## config.mk

```make
export PLATFORM = sky130hd
export DESIGN_NAME = mem_stage
export DESIGN_NICKNAME = d
export VERILOG_FILES = /design/src/rtl/mem_stage.sv
export SDC_FILE = /design/constraint.sdc
export NUM_CORES = 1
export LEC_CHECK = 0
export BUFFER_PORTS_ARGS = -buffer_cell sky130_fd_sc_hd__buf_2
export CORE_MARGIN = 8
export CORE_UTILIZATION = 50
export DETAILED_ROUTE_END_ITERATION = 7
export PLACE_DENSITY = 0.83
export SETUP_SLACK_MARGIN = 0.1
export SKIP_CTS_REPAIR_TIMING = 1
export SYNTH_ARGS = -nofsm -noshare
export SYNTH_HDL_FRONTEND = slang
export SYNTH_SLANG_ARGS = --single-unit
```

## constraint.sdc

```tcl
create_clock -name clk -period 2.9 [get_ports clk]
set_clock_uncertainty 0.05 [all_clocks]
set_input_delay 0.145 -clock clk [delete_from_list [all_inputs] [get_ports clk]]
set_output_delay 0.145 -clock clk [all_outputs]
set_load 0.05 [all_outputs]
```

## src/rtl/mem_stage.sv

```systemverilog
// rtl/mem_stage.sv - memory-access pipeline stage with registered req/ack data-memory port
// Optional MEM_TIMEOUT_EN: abort a WAIT that lasts TIMEOUT cycles, pulsing mem_err.
module mem_stage #(
    parameter int TIMEOUT = 255
) (
    input  logic        clk,
    input  logic        rst,
    input  logic        ex_valid,
    input  logic        ex_memread,
    input  logic        ex_memwrite,
    input  logic [15:0] ex_addr,
    input  logic [15:0] ex_wdata,
    output logic        stall,
    output logic [15:0] memout,
    output logic        memout_valid,
    output logic        mem_req,
    output logic        mem_we,
    output logic [15:0] mem_addr,
    output logic [15:0] mem_wdata,
    input  logic [15:0] mem_rdata,
    input  logic        mem_ack,
    output logic        mem_err
);

    typedef enum logic [1:0] {
        S_IDLE,
        S_WAIT,
        S_DONE
    } state_t;

    state_t      state_q, state_d;
    logic        mem_req_q, mem_req_d;
    logic        mem_we_q, mem_we_d;
    logic [15:0] mem_addr_q, mem_addr_d;
    logic [15:0] mem_wdata_q, mem_wdata_d;
    logic [15:0] memout_q, memout_d;
    logic        memout_valid_q, memout_valid_d;

    logic        access;
    assign access = ex_valid & (ex_memread | ex_memwrite);

`ifdef MEM_TIMEOUT_EN
    localparam int CNT_W = $clog2(TIMEOUT + 1);
    logic [CNT_W-1:0] cnt_q, cnt_d;
    logic             mem_err_q, mem_err_d;
`else
    logic unused_timeout;
    assign unused_timeout = ^TIMEOUT;
`endif

    always_comb begin
        state_d        = state_q;
        mem_req_d      = mem_req_q;
        mem_we_d       = mem_we_q;
        mem_addr_d     = mem_addr_q;
        mem_wdata_d    = mem_wdata_q;
        memout_d       = memout_q;
        memout_valid_d = 1'b0;
        stall          = 1'b0;
`ifdef MEM_TIMEOUT_EN
        cnt_d          = cnt_q;
        mem_err_d      = 1'b0;
`endif
        case (state_q)
            S_IDLE: begin
                if (access) begin
                    stall       = 1'b1;
                    state_d     = S_WAIT;
                    mem_req_d   = 1'b1;
                    // a load+store combination is treated as a store
                    mem_we_d    = ex_memwrite;
                    mem_addr_d  = ex_addr;
                    mem_wdata_d = ex_wdata;
`ifdef MEM_TIMEOUT_EN
                    cnt_d       = '0;
`endif
                end
            end
            S_WAIT: begin
                stall = 1'b1;
                if (mem_ack) begin
                    state_d   = S_DONE;
                    mem_req_d = 1'b0;
                    if (!mem_we_q) begin
                        memout_d       = mem_rdata;
                        memout_valid_d = 1'b1;
                    end
`ifdef MEM_TIMEOUT_EN
                end else if (cnt_q == CNT_W'(TIMEOUT - 1)) begin
                    state_d   = S_DONE;
                    mem_req_d = 1'b0;
                    mem_err_d = 1'b1;
                    if (!mem_we_q) begin
                        memout_d       = 16'hFFFF;
                        memout_valid_d = 1'b1;
                    end
                end else begin
                    cnt_d = cnt_q + 1'b1;
`endif
                end
            end
            // EX/MEM still shows the finished instruction here; never restart it
            S_DONE: state_d = S_IDLE;
            default: state_d = S_IDLE;
        endcase
    end

    always_ff @(posedge clk) begin
        if (rst) begin
            state_q        <= S_IDLE;
            mem_req_q      <= 1'b0;
            mem_we_q       <= 1'b0;
            mem_addr_q     <= 16'h0000;
            mem_wdata_q    <= 16'h0000;
            memout_q       <= 16'h0000;
            memout_valid_q <= 1'b0;
        end else begin
            state_q        <= state_d;
            mem_req_q      <= mem_req_d;
            mem_we_q       <= mem_we_d;
            mem_addr_q     <= mem_addr_d;
            mem_wdata_q    <= mem_wdata_d;
            memout_q       <= memout_d;
            memout_valid_q <= memout_valid_d;
        end
    end

`ifdef MEM_TIMEOUT_EN
    always_ff @(posedge clk) begin
        if (rst) begin
            cnt_q     <= '0;
            mem_err_q <= 1'b0;
        end else begin
            cnt_q     <= cnt_d;
            mem_err_q <= mem_err_d;
        end
    end
    assign mem_err = mem_err_q;
`else
    assign mem_err = 1'b0;
`endif

    assign mem_req      = mem_req_q;
    assign mem_we       = mem_we_q;
    assign mem_addr     = mem_addr_q;
    assign mem_wdata    = mem_wdata_q;
    assign memout       = memout_q;
    assign memout_valid = memout_valid_q;

endmodule

```

Yosys cells after proc, flatten, opt, wreduce, memory -nomap -nowiden
Cells that the tools add are included.
Widths: inputs -> output; s select.
- eq/ne operators: 3
- mux-type cells: 9
- bitwise logic cells: 5
- reductions and logical operators: 7
- operator list (kind ; number):
    $reduce_and 3->1 ; 2
    $mux 1 ; 4
    $mux 2 ; 2
    $ne 2x2->1 const B ; 2
    $pmux 1 s2 ; 2
    $pmux 2 s2 ; 1
    $reduce_and 2->1 ; 2
    $not 1->1 ; 3
    $reduce_or 3->1 ; 1
    $eq 2x1->1 const B ; 1
    $logic_not 2->1 ; 1
    $reduce_bool 2->1 ; 1
    $and 1x1->1 ; 1
    $or 1x1->1 ; 1
- register bits after elaboration: 53
- word-level logic and storage cells: 31

Logic depth before layout (Yosys ltp)
- depth after elaboration: 4
- depth in mapped cells: 5

Least setup slack after synthesis
No wires, ideal clock.
- kind: register to register
- from: register state_q[0]
- to: register state_q[0]
- arrival: 1.494 ns
- data required time: 2.786 ns
- slack: 1.293 ns
- stages on the path, launching flop included: 4
- buffers on the path: 0
- clock period less this slack: 1.607 ns
- cells stage by stage: dfxtp_1 > inv_1 > a21oi_1 > and2_1
- longest elaborated chain between the ends: 3
- elaborated cells on any way between the ends: 6
- classes of those cells: 3 x eq/ne; 1 x mux; 2 x reduce/logical
- RTL lines (element ; RTL line ; text):
    start: declaration ; 31 ; state_t state_q, state_d;
    start signal: assignment ; 118 ; state_q <= state_d;
    $eq 2x1->1 or $logic_not 2->1 (tied branches) ; 64 ; case (state_q)
    $ne 2x2->1 (no source line) ; n/a ;
    $reduce_and 2->1 (no source line) ; n/a ;
Parallel ways exist; a longest one is shown, timed or not.
A chain may end at the register's enable or synchronous reset.

Worst setup path in the final report
- from: register state_q[0]
- to: register memout_q[6], in the netlist memout[6]
- longest elaborated chain between the ends: 2
- RTL lines (element ; RTL line ; text):
    $eq 2x1->1 ; 64 ;
    $reduce_and 3->1 (no source line) ; n/a ;
    end signal: assignment ; 123 ; memout_q <= memout_d;
    end: declaration ; 36 ; logic [15:0] memout_q, memout_d;
No other way between the ends.

==> metrics.cfg <==
[clock_tree]
clock_sinks = 53
cts_root_buf = clkbuf_8
clkSlewWorstSetupHoldPaths_ps = 90
h-tree-depth = 2
cts_inserted_buffers = 5
cts_tree = done
cts_max_path_buffers = 2
clk_latency_ps = 300

[global_routing]
track_usage_pct = 14.5
grt_pass1_wl_mm = 8.65
overflow = 0
use_met3_pct = 8.01
grt_max_degree = 37
busiest_layer = met2
use_met2_pct = 21.4
antenna_found_initial = 0
grt_pass1_vias = 1869
met1_usage_pct = 18.0

[sta]
setup_violations = 0
fmax_ghz = 0.614
hold_viol_final = 0
slew_viol_final = 0
final.min_clock_period_ps = 1630
whs_ps = 22.2
rsz0062_at_grt = no
slew_headroom_pct = 52.9
setup_tns_ps = 0
fin_crit_sh_pct = 56.2
worstMarginPinSlew_ps = 702

[final_layout]
ff_latch_area_um2 = 1060
diodes = 0
nNetsFinal = 384
drive_gt1_share_pct = 39.4
areaGrowthSynthToFinish_pct = 26.0
fill_cells = 376
multiInputGateArea_um2 = 1080

[floorplanning]
row_count = 24
ios = 107
die_h_um = 83.5
core_area_um2 = 4380
start_util_pct = 51.9
die-area_um2 = 6960
die_w_um = 83.5

[routing]
drc = 0
via_per_inst = 4.77
postRouteAntennaNets = 0
avgRoutedWirePerCell_um = 13.2
drt_iter0_markers = 73
drtPass1Iterations = 4
totalWireLength_mm = 5.06
vias = 1822

[pwr]
p_per_area_nw_per_um2 = 572
p_leak_nw = 1.32
peakVddDrop_mv = 0.336

[logic_synthesis]
synth_cell_types = 22
ys_top_cells_by_area = dfxtp_1 47%, nand2b_1 18%, mux2i_1 15%
syn-num-nets = 286
seq_area_frac_synth_pct = 46.6
synth.top_cell.area_share_pct = 46.6
synth_top_area_cell = dfxtp_1
synth-edff-count = 0
syn_area_um2 = 2270
synth_ff_type = dfxtp_1
synth_common_cells = 66 x nand2b_1, 53 x dfxtp_1, 33 x mux2i_1
ys_ff_latch = 53
yosysWarnings = 0
ys_async_sr_fraction_pct = 0
syn_inst = 232
avgSynthCellArea_um2 = 9.80
yosysMostFrequentCell = nand2b_1

[setup_path]
critPathTopFamily = simple AND/OR/NAND/NOR gates
start_kind = flop
crit_chain = nand4bb_1, nand2_1, a21oi_2
path_class = reg2reg
crit_buf_inv = 0
cp_slowest_cell = nand4bb_1
cpPeakStageDelay_ps = 610
critPathMaxFanout = 17
required_ps = 3030
worst_setup_path_end_kind = flop
critical_path_arrival_ps = 1760

[placed_design]
place_congestion = 0.762
hpwlAfterDp_mm = 3.82
io_buffers = 105

[run_status]
status = complete, no violations

[run]
maxCapViolations = 0

[min_path]
hold_class = in2reg

==> cells in the final DEF (no fill, tap or decap), drive strengths merged <==
| cell type | instances |
|---|---|
| nand4bb | 1 |
| nand2b | 66 |
| or3 | 1 |
| buf | 108 |
| nor3 | 1 |
| mux2i | 33 |
| conb | 1 |
| and4bb | 1 |
| nor2 | 2 |
| inv | 1 |
| clkinv | 1 |
| bufinv | 1 |
| o21ai | 1 |
| clkbuf | 5 |
| nand2 | 33 |
| nand3b | 1 |
| a21oi | 19 |
| dfxtp | 53 |
| and2 | 1 |
==> cells by family (layout without fill, tap and decap cells) <==
family	count (synthesis)	after routing	synth area share, %
AOI/OAI and AO/OA	20	20	6.05
other	1	1	0.165
DFF	53	53	46.6
and+or+nand+nor	107	107	27.0
muxes	33	33	14.5
buffers and inverters	18	116	5.66
==> metal layers <==
metal / vias to the layer above / part of all wire (%)
li1: 938 / -
met1: 807 / 47
met2: 72 / 41
met3: 5 / 11
met4: 0 / 0.89
met5: - / 0
==> where the power goes <==
| part | switching [mW] | internal (mW) | leakage, nW |
|---|---|---|---|
| clock network | 0.226 | 0.251 | 0.0540 |
| logic | 0.252 | 0.117 | 0.837 |
| registers | 0.0238 | 0.771 | 0.433 |
| total | 0.501 | 1.14 | 1.32 |
==> area by class of cell <==
type / count / area share [%]
multi-input combinational: 161 / 37.8
sequential: 53 / 37.0
timing repair buffer: 108 / 19.1
inverter: 1 / 0.131
tap: 52 / 2.27
clock buffer: 5 / 2.40
clock inverter: 2 / 1.22
==> state kept, by name, indices dropped and copies added, names as in the netlist <==
signal and count:
mem_addr 16, state_q 2, mem_req 1, memout_valid 1
mem_we 1, mem_wdata 16, memout 16
==> worst register-to-register path, stage by stage, from the launching register on <==
cell,delay (ps)
dfxtp_1,470
nand4bb_1,610
nand2_1,310
a21oi_2,80
==> per-stage QoR <==
step | area, um^2 | setup slack, ps | utilization (%) | instances | total power [mW]
floorplan | 2270 | 1290 | - | 232 | 1.10
global placement | 2760 | 1340 | 63.0 | 375 | 1.18
detailed placement | 2760 | 1260 | 63.0 | 375 | 1.18
CTS | 2870 | 1240 | 65.4 | 382 | 1.66
global route | 2870 | 1120 | 65.4 | 382 | 1.72
finish | 2870 | 1270 | 65.4 | 382 | 1.64
==> worst paths after layout <==
check	startpoint	slack, ps	endpoint	cells after the start
min reg2reg	memout[2]	410	memout[2]	2
max	state_q[0]	1270	memout[6]	3
min	mem_rdata[14]	20	memout[14]	3
max reg2reg	state_q[0]	1270	memout[6]	3
Power figures use the tool's default switching activity.
